File: config.mk
export PLATFORM = sky130hd
export DESIGN_NAME = mips_run_controller_flat
export DESIGN_NICKNAME = d
export VERILOG_FILES = /design/src/rtl/mips_run_controller_if.sv /design/src/rtl/mips_run_controller.sv /design/src/flat_wrapper.sv
export SDC_FILE = /design/constraint.sdc
export NUM_CORES = 1
export LEC_CHECK = 0
export CORE_AREA = 2 2 98 100
export CTS_BUF_LIST = sky130_fd_sc_hd__clkbuf_16
export DETAILED_ROUTE_END_ITERATION = 10
export DIE_AREA = 0 0 100 102
export PLACE_DENSITY_LB_ADDON = 0.08
export SETUP_SLACK_MARGIN = 0.15
export SLEW_MARGIN = 30
export SYNTH_ARGS = -nofsm -noshare
export SYNTH_HDL_FRONTEND = slang
export SYNTH_SLANG_ARGS = --single-unit
File: constraint.sdc
create_clock -name clk -period 4.4 [get_ports clk]
set_input_delay 0.66 -clock clk [delete_from_list [all_inputs] [get_ports clk]]
set_output_delay 0.66 -clock clk [all_outputs]
set_load 0.1 [all_outputs]
File: src/rtl/mips_run_controller_if.sv
// mips_run_controller_if
//   Bundles the run controller's control and status signals.
//   master : host / sequencer side (drives start, step_mode, step, mem_end)
//   slave  : controller side (drives core controls, status flags and counters)
//   Parameter CNT_W sets the width of cycle_count / issue_count.
interface mips_run_controller_if #(
    parameter int CNT_W = 32
);
    logic             start;
    logic             step_mode;
    logic             step;
    logic             mem_end;
    logic             core_reset;
    logic             hold;
    logic             dump_all;
    logic             busy;
    logic             done;
    logic             timeout;
    logic [CNT_W-1:0] cycle_count;
    logic [CNT_W-1:0] issue_count;

    modport master (
        output start, step_mode, step, mem_end,
        input  core_reset, hold, dump_all, busy, done, timeout,
        input  cycle_count, issue_count
    );

    modport slave (
        input  start, step_mode, step, mem_end,
        output core_reset, hold, dump_all, busy, done, timeout,
        output cycle_count, issue_count
    );
endinterface

File: src/rtl/mips_run_controller.sv
// mips_run_controller
//   Run sequencer for the MIPS core: core reset -> run -> drain -> dump -> done,
//   with single-step mode, saturating cycle/issue counters and an optional
//   issue-count watchdog (enabled by defining RUN_CTRL_WATCHDOG_EN).
// Ports
//   clk   : clock, all logic on posedge
//   reset : synchronous, active-high
//   bus   : mips_run_controller_if.slave
//           in : start, step_mode, step, mem_end
//           out: core_reset, hold, dump_all, busy, done, timeout,
//                cycle_count, issue_count
// All outputs are registered and take their new value on the edge that
// enters the corresponding state.
//
// state  | meaning
// IDLE   | core held in reset, waiting for start
// RST    | core reset asserted for RESET_CYCLES
// RUN    | core executing (free or single-step), counters running
// DRAIN  | core held for DRAIN_CYCLES, counters frozen
// DUMP   | dump_all asserted for DUMP_CYCLES
// DONE   | run finished, counters/timeout held for readout
module mips_run_controller #(
    parameter int CNT_W        = 32,
    parameter int RESET_CYCLES = 2,
    parameter int DRAIN_CYCLES = 10,
    parameter int DUMP_CYCLES  = 1
`ifdef RUN_CTRL_WATCHDOG_EN
    ,
    parameter int WDOG_CYCLES  = 4096
`endif
) (
    input logic                  clk,
    input logic                  reset,
    mips_run_controller_if.slave bus
);

    localparam int TMR_MAX_RD = (RESET_CYCLES > DRAIN_CYCLES) ? RESET_CYCLES : DRAIN_CYCLES;
    localparam int TMR_MAX    = (TMR_MAX_RD > DUMP_CYCLES) ? TMR_MAX_RD : DUMP_CYCLES;
    // Down-counter only ever holds (cycles - 1).
    localparam int TMR_W      = (TMR_MAX > 1) ? $clog2(TMR_MAX) : 1;

    localparam logic [TMR_W-1:0] TMR_RST   = TMR_W'(RESET_CYCLES - 1);
    localparam logic [TMR_W-1:0] TMR_DRAIN = TMR_W'(DRAIN_CYCLES - 1);
    localparam logic [TMR_W-1:0] TMR_DUMP  = TMR_W'(DUMP_CYCLES - 1);
    localparam logic [TMR_W-1:0] TMR_ONE   = TMR_W'(1);
    localparam logic [CNT_W-1:0] CNT_ONE   = CNT_W'(1);
    localparam logic [CNT_W-1:0] CNT_MAX   = '1;

`ifdef RUN_CTRL_WATCHDOG_EN
    // A limit above the saturation value can never be reached.
    localparam bit               WDOG_REACHABLE = (CNT_W >= 31) ||
                                                  (WDOG_CYCLES <= ((1 << CNT_W) - 1));
    localparam logic [CNT_W-1:0] WDOG_LIM       = CNT_W'(WDOG_CYCLES);
`endif

    typedef enum logic [2:0] {
        S_IDLE,
        S_RST,
        S_RUN,
        S_DRAIN,
        S_DUMP,
        S_DONE
    } state_t;

    state_t           state, state_nxt;
    logic [TMR_W-1:0] tmr, tmr_nxt;
    logic [CNT_W-1:0] cyc_q, cyc_nxt;
    logic [CNT_W-1:0] iss_q, iss_nxt;
    logic             mode_q, mode_nxt;
    logic             hold_q, hold_nxt;
    logic             run_end;
    logic             core_reset_q;
    logic             dump_q;
    logic             busy_q;
    logic             done_q;
`ifdef RUN_CTRL_WATCHDOG_EN
    logic             to_q, to_nxt;
`endif

    always_comb begin
        state_nxt = state;
        tmr_nxt   = tmr;
        cyc_nxt   = cyc_q;
        iss_nxt   = iss_q;
        mode_nxt  = mode_q;
        hold_nxt  = 1'b1;
        run_end   = 1'b0;
`ifdef RUN_CTRL_WATCHDOG_EN
        to_nxt    = to_q;
`endif
        case (state)
            S_IDLE, S_DONE: begin
                if (bus.start) begin
                    state_nxt = S_RST;
                    tmr_nxt   = TMR_RST;
                    cyc_nxt   = '0;
                    iss_nxt   = '0;
                    mode_nxt  = bus.step_mode;
`ifdef RUN_CTRL_WATCHDOG_EN
                    to_nxt    = 1'b0;
`endif
                end
            end
            S_RST: begin
                if (tmr == '0) begin
                    state_nxt = S_RUN;
                    // Step mode starts held until the first step pulse.
                    hold_nxt  = mode_q;
                end else begin
                    tmr_nxt = tmr - TMR_ONE;
                end
            end
            S_RUN: begin
                if (cyc_q != CNT_MAX) cyc_nxt = cyc_q + CNT_ONE;
                if (!hold_q && (iss_q != CNT_MAX)) iss_nxt = iss_q + CNT_ONE;
                run_end = bus.mem_end;
`ifdef RUN_CTRL_WATCHDOG_EN
                if (WDOG_REACHABLE && (iss_nxt >= WDOG_LIM)) begin
                    run_end = 1'b1;
                    to_nxt  = 1'b1;
                end
`endif
                if (run_end) begin
                    state_nxt = S_DRAIN;
                    tmr_nxt   = TMR_DRAIN;
                end else begin
                    // A step seen during a release cycle is dropped, not queued.
                    hold_nxt = mode_q & ~(bus.step & hold_q);
                end
            end
            S_DRAIN: begin
                if (tmr == '0) begin
                    state_nxt = S_DUMP;
                    tmr_nxt   = TMR_DUMP;
                end else begin
                    tmr_nxt = tmr - TMR_ONE;
                end
            end
            S_DUMP: begin
                if (tmr == '0) state_nxt = S_DONE;
                else           tmr_nxt   = tmr - TMR_ONE;
            end
            default: state_nxt = S_IDLE;
        endcase
    end

    always_ff @(posedge clk) begin
        if (reset) begin
            state        <= S_IDLE;
            tmr          <= '0;
            cyc_q        <= '0;
            iss_q        <= '0;
            mode_q       <= 1'b0;
            hold_q       <= 1'b1;
            core_reset_q <= 1'b1;
            dump_q       <= 1'b0;
            busy_q       <= 1'b0;
            done_q       <= 1'b0;
`ifdef RUN_CTRL_WATCHDOG_EN
            to_q         <= 1'b0;
`endif
        end else begin
            state        <= state_nxt;
            tmr          <= tmr_nxt;
            cyc_q        <= cyc_nxt;
            iss_q        <= iss_nxt;
            mode_q       <= mode_nxt;
            hold_q       <= hold_nxt;
            core_reset_q <= (state_nxt == S_IDLE) || (state_nxt == S_RST);
            dump_q       <= (state_nxt == S_DUMP);
            busy_q       <= (state_nxt == S_RST) || (state_nxt == S_RUN) ||
                            (state_nxt == S_DRAIN) || (state_nxt == S_DUMP);
            done_q       <= (state_nxt == S_DONE);
`ifdef RUN_CTRL_WATCHDOG_EN
            to_q         <= to_nxt;
`endif
        end
    end

    assign bus.core_reset  = core_reset_q;
    assign bus.hold        = hold_q;
    assign bus.dump_all    = dump_q;
    assign bus.busy        = busy_q;
    assign bus.done        = done_q;
    assign bus.cycle_count = cyc_q;
    assign bus.issue_count = iss_q;
`ifdef RUN_CTRL_WATCHDOG_EN
    assign bus.timeout     = to_q;
`else
    assign bus.timeout     = 1'b0;
`endif

endmodule
File: src/flat_wrapper.sv
// flat-port wrapper written by rule: the top's interface ports become plain ports
module mips_run_controller_flat 
#(
    parameter int CNT_W        = 32,
    parameter int RESET_CYCLES = 2,
    parameter int DRAIN_CYCLES = 10,
    parameter int DUMP_CYCLES  = 1

)
  (clk, reset, bus_start, bus_step_mode, bus_step, bus_mem_end, bus_core_reset, bus_hold, bus_dump_all, bus_busy, bus_done, bus_timeout, bus_cycle_count, bus_issue_count);
  mips_run_controller_if #(.CNT_W(CNT_W)) bus_i ();
  input logic clk;
  input logic reset;
  input wire logic [$bits(bus_i.start)-1:0] bus_start;
  input wire logic [$bits(bus_i.step_mode)-1:0] bus_step_mode;
  input wire logic [$bits(bus_i.step)-1:0] bus_step;
  input wire logic [$bits(bus_i.mem_end)-1:0] bus_mem_end;
  output wire logic [$bits(bus_i.core_reset)-1:0] bus_core_reset;
  output wire logic [$bits(bus_i.hold)-1:0] bus_hold;
  output wire logic [$bits(bus_i.dump_all)-1:0] bus_dump_all;
  output wire logic [$bits(bus_i.busy)-1:0] bus_busy;
  output wire logic [$bits(bus_i.done)-1:0] bus_done;
  output wire logic [$bits(bus_i.timeout)-1:0] bus_timeout;
  output wire logic [$bits(bus_i.cycle_count)-1:0] bus_cycle_count;
  output wire logic [$bits(bus_i.issue_count)-1:0] bus_issue_count;
  assign bus_i.start = bus_start;
  assign bus_i.step_mode = bus_step_mode;
  assign bus_i.step = bus_step;
  assign bus_i.mem_end = bus_mem_end;
  assign bus_core_reset = bus_i.core_reset;
  assign bus_hold = bus_i.hold;
  assign bus_dump_all = bus_i.dump_all;
  assign bus_busy = bus_i.busy;
  assign bus_done = bus_i.done;
  assign bus_timeout = bus_i.timeout;
  assign bus_cycle_count = bus_i.cycle_count;
  assign bus_issue_count = bus_i.issue_count;
  mips_run_controller #(.CNT_W(CNT_W), .RESET_CYCLES(RESET_CYCLES), .DRAIN_CYCLES(DRAIN_CYCLES), .DUMP_CYCLES(DUMP_CYCLES)) u_core (.clk(clk), .reset(reset), .bus(bus_i));
endmodule
==> After elaboration in Yosys (flattened, before gate mapping) <==
Cells that the tools add are included.
{ "op_classes": {"n_addsub": 3, "n_reduce_logical": 17, "n_mux": 19, "n_bitwise": 3, "eq_ne": 17} }
{ "ops": {"columns": ["cell", "count"], "rows": [
  ["32-bit case mux with 2 select lines", 2],
  ["32-bit 2-to-1 mux", 3],
  ["32-bit by 1-bit adder with 32-bit output, second input constant", 2],
  ["32-bit != test, second input constant", 2],
  ["4-bit 2-to-1 mux", 4],
  ["4-bit case mux with 4 select lines", 1],
  ["3-bit 2-to-1 mux", 5],
  ["3-bit case mux with 5 select lines", 1],
  ["3-bit by 2-bit == test with 1-bit output, second input constant", 4],
  ["3-bit == test, second input constant", 4],
  ["3-bit by 1-bit == test with 1-bit output, second input constant", 2],
  ["3-bit logical NOT", 2],
  ["2-bit != test, second input constant", 3],
  ["3-bit AND reduction", 2],
  ["4-bit logical NOT", 1],
  ["1-bit logical OR", 4],
  ["2-bit by 1-bit != test with 1-bit output, second input constant", 2],
  ["4-bit AND reduction", 1],
  ["4-bit nonzero test", 1],
  ["2-bit OR reduction", 2],
  ["4-bit by 1-bit subtractor with 4-bit output, second input constant", 1],
  ["1-bit bitwise AND", 2],
  ["1-bit 2-to-1 mux", 2],
  ["1-bit case mux with 2 select lines", 1],
  ["5 further kinds", 5]
]} }
{ "totals": {"ff_bits": 77, "in_bits": 6, "out_inout_bits": 70, "elab_cells": 69} }

==> Depth between registers and ports, before layout <==
{ "logic_depth": {"ltp_word": 7, "mapped_depth": 9, "depth_no_buf": 8} }

==> Worst setup path after synthesis <==
Ideal clock, no wire load.
{ "synth_path": {"path_type": "reg-to-reg", "startpoint": "reg u_core.iss_q[10] (netlist: u_core.bus.issue_count[10])", "endpoint": "reg u_core.iss_q[6] (netlist: u_core.bus.issue_count[6])", "synth_period_minus_slack_ns": 2.991, "slack_ns": 1.409, "path_buffers": 2, "setup_time_ns": 0.120, "required_time_ns": 4.280, "arrival_time_ns": 2.871, "path_stages_with_launch": 9, "path_cell_list": "dfxtp_1 buf_2 nand4_1 or4_4 nor4_4 nand2b_1 buf_4 nor2_1 o221a_1"} }
{ "synth_via": {"elab_chain_cells": 4} }
{ "synth_rtl": {"columns": ["element", "line", "text"], "rows": [
  ["from (decl)", "mips_run_controller.sv:68", "logic [CNT_W-1:0] iss_q, iss_nxt;"],
  ["from (signal assigned)", "mips_run_controller.sv:166", "iss_q <= iss_nxt;"],
  ["32-bit != test", "mips_run_controller.sv:115", "if (!hold_q && (iss_q != CNT_MAX)) iss_nxt = iss_q + CNT_ONE;"],
  ["1-bit logical AND", "mips_run_controller.sv:115", null],
  ["2-bit by 1-bit != test with 1-bit output (no line)", null, null],
  ["3-bit AND reduction (no line)", null, null]
]} }
Every way passes these cells.
A chain may end at the register's enable or synchronous reset.

==> Worst setup path in the final report <==
{ "layout_path": {"startpoint": "reg u_core.iss_q[0] (netlist: u_core.bus.issue_count[0])", "endpoint": "reg u_core.iss_q[9] (netlist: u_core.bus.issue_count[9])"} }
{ "layout_via": {"elab_chain_cells": 4} }
{ "layout_rtl": {"columns": ["element"], "rows": [
  ["parallel branches: the longest is 4 deep, another holds 32-bit by 1-bit adder with 32-bit output"]
]} }
Several ways; the timed one is not identified. The select of a mux whose other input is x is not followed.

==> reports/qor.yml <==
clk_pin_slew_worst_paths_ps: 60
die_area_mm2: 0.01020
vias: 3953
crit_arrival_ps: 3040
synth_edf_count: 0
place_congestion: 0.8711
hold_class: "flop to flop"
worst_clock_skew_ps: 6.046
crit_type: "flop to flop"
synth_top_family_by_area: "simple AND/OR/NAND/NOR gates"
async_flop_share: 0
yosys-top-cells-count: "77 x dfxtp_1, 61 x nor2_1, 47 x nand2_1, 30 x a21oi_1, 30 x o21ai_0"
std_cell_rows: 35
cp.required_ps: 4630
yosys.area_share.simple: 0.3134
clock-sinks: 77
drv_slew: 0
initial_core_util: 0.4427
multiInputGateArea_mm2: 0.002328
overflow: 0
ys_top_cells_by_area: "dfxtp_1 38%, nor2_1 5.7%, xnor2_1 4.6%, nand2_1 4.4%, a21oi_1 3.7%"
fin_ws_ps: 1585
rsz0062_at_grt: "no"
nNetsFinal: 580
cts_inserted_buffers: 9
root_buffer: "clkbuf_16"
maxCapViolCount: 0
final-setup-viol-count: 0
routed_via_density: 5.754
drc: 0
grt_max_degree: 40
synth_area_mm2: 0.004033
drive_gt1_frac: 0.06250
synth_cell_type_count: 56
synthFlopType: "dfxtp_1"
stdcell_count: 687
clock.fmax_mhz: 355.2
status: "completed"
n_antenna_cell: 0
antenna_found_initial: 0
cts_setup_buffers: 0
max-slew-margin-rel: 0.3172
finalCritPeriodShare: 0.6398
synthAdderAreaFrac: 0.009308
synth_compound_area_frac: 0.1948
die_w_um: 100
synth_top_cell_by_area: "dfxtp_1"
cp-end-kind: "flop"
ys_warn_count: 0
cts_resized: 0
avgSynthCellArea_um2: 7.923
cp-start-kind: "flop"
seq_area_mm2: 0.001541
synth.top_cell.area_share: 0.3823
port_buffers: 74
insertion_delay_ps: 340
drt-total-wl_um: 10930
synth.area.mux_share: 0.002482
max_slew.worst_pin.slew_ps: 1021
synth_xor_xnor_area_share: 0.05430
synth.most_common_cell: "dfxtp_1"
hold_buffers: 0
place_ws_ps: 1254
syn_to_final_growth_pct: 28.05
p_leak_nw: 1.591
grt_pass1_vias: 3761
yosysSeqAreaShare: 0.3823
min_period_ps: 2815
post-dp-hpwl_um: 7383
wl_per_cell_um: 15.92
fp.dieH_um: 102
fin_setup_tns_ps: 0
grt_pass1_wl_um: 18040
ir_worst_vdd_mv: 0.2077
power_density_mw_per_mm2: 417.9
cts_tree: "yes"
antenna_left: 0
power_mw: 2.158
coreArea_mm2: 0.009109
track_usage: 0.2202
ys_ff_latch: 77
synth_cells: 509
hold_violations: 0
fillers: 876
drtPass1Iterations: 4
htreeDepth: 3
drt_iter0_markers: 158
clk_path_buf_depth: 2
top_level_ports: 76
placed_cells: 671
cp_max_fo: 18
synth_nets: 518
## layout make-up
class / instances / area share
multi-input cells: 392 / 0.4509
flip-flops and latches: 77 / 0.2985
repair buffers: 77 / 0.1478
clock buffers: 9 / 0.04362
well taps: 111 / 0.02690
clock inverters: 7 / 0.02205
inverters: 14 / 0.01018
## where the power goes
part / leakage (nW) / total [mW] / switching, mW / internal, mW
clock network: 0.169 / 0.851 / 0.299 / 0.552
logic: 0.800 / 0.524 / 0.369 / 0.155
registers: 0.622 / 0.783 / 0.0514 / 0.731
total: 1.59 / 2.16 / 0.719 / 1.44
## kinds of logic after synthesis
group,after synthesis
buffers and inverters,40
XOR/XNOR,25
multiplexers,1
adder cells (fa/ha/maj),3
other,1
AND/OR/NAND/NOR,244
flip-flops,77
AO/OA/AOI/OAI,118
## metrics by stage
step                      area (um2)  hold WS, ps  utilization
final                           5164        508.4       0.5669
after global routing            5164        554.2       0.5669
after CTS                       5161        509.1       0.5666
after detailed placement        4822        490.0       0.5294
after global placement          4822        480.3       0.5294
after floorplan                 4033        461.9            -
## final timing paths
kind         cells after the start                       start                         end  slack (ps)
min                              2  u_core.bus.issue_count[13]  u_core.bus.issue_count[13]         510
min reg2reg                      2  u_core.bus.issue_count[13]  u_core.bus.issue_count[13]         510
max reg2reg                      7   u_core.bus.issue_count[0]   u_core.bus.issue_count[9]        1580
max                              7   u_core.bus.issue_count[0]   u_core.bus.issue_count[9]        1580
## metal layers
metal,part of all wire,global-route usage
met1,0.46,0.2813
met2,0.49,0.3721
met3,0.039,0.05335
met4,0.0073,0.06428
met5,0,0
## state kept, by name, indices dropped and copies added, names as in the netlist
register                flops
u_core.bus.busy             1
u_core.bus.core_reset       1
u_core.bus.cycle_count     32
u_core.bus.done             1
u_core.bus.dump_all         1
u_core.bus.hold             1
u_core.bus.issue_count     32
u_core.mode_q               1
u_core.state                3
u_core.tmr                  4
## critical path, cell delays in order (launching register included)
cell,delay [ps]
dfxtp_1,420
ha_1,250
and3_1,200
nand3_1,300
nor4_4,540
o21a_1,650
nor2_1,110
o211a_1,220
## cells in the final DEF, fill, tap and decap left out, drive strengths merged, types with 12 or more instances in the layout
| cell | synthesis | routed |
|---|---|---|
| nand3 | 23 | 23 |
| nor3 | 26 | 26 |
| o21a | 12 | 12 |
| or3 | 12 | 12 |
| nand4 | 17 | 17 |
| nor4 | 17 | 17 |
| a21oi | 30 | 30 |
| dfxtp | 77 | 77 |
| clkdlybuf4s50 | 0 | 74 |
| nor2 | 61 | 61 |
| nand2 | 47 | 47 |
| xnor2 | 21 | 21 |
| inv | 14 | 14 |
| o21ai | 31 | 31 |
Note: power is estimated with default switching activity, not from simulation.
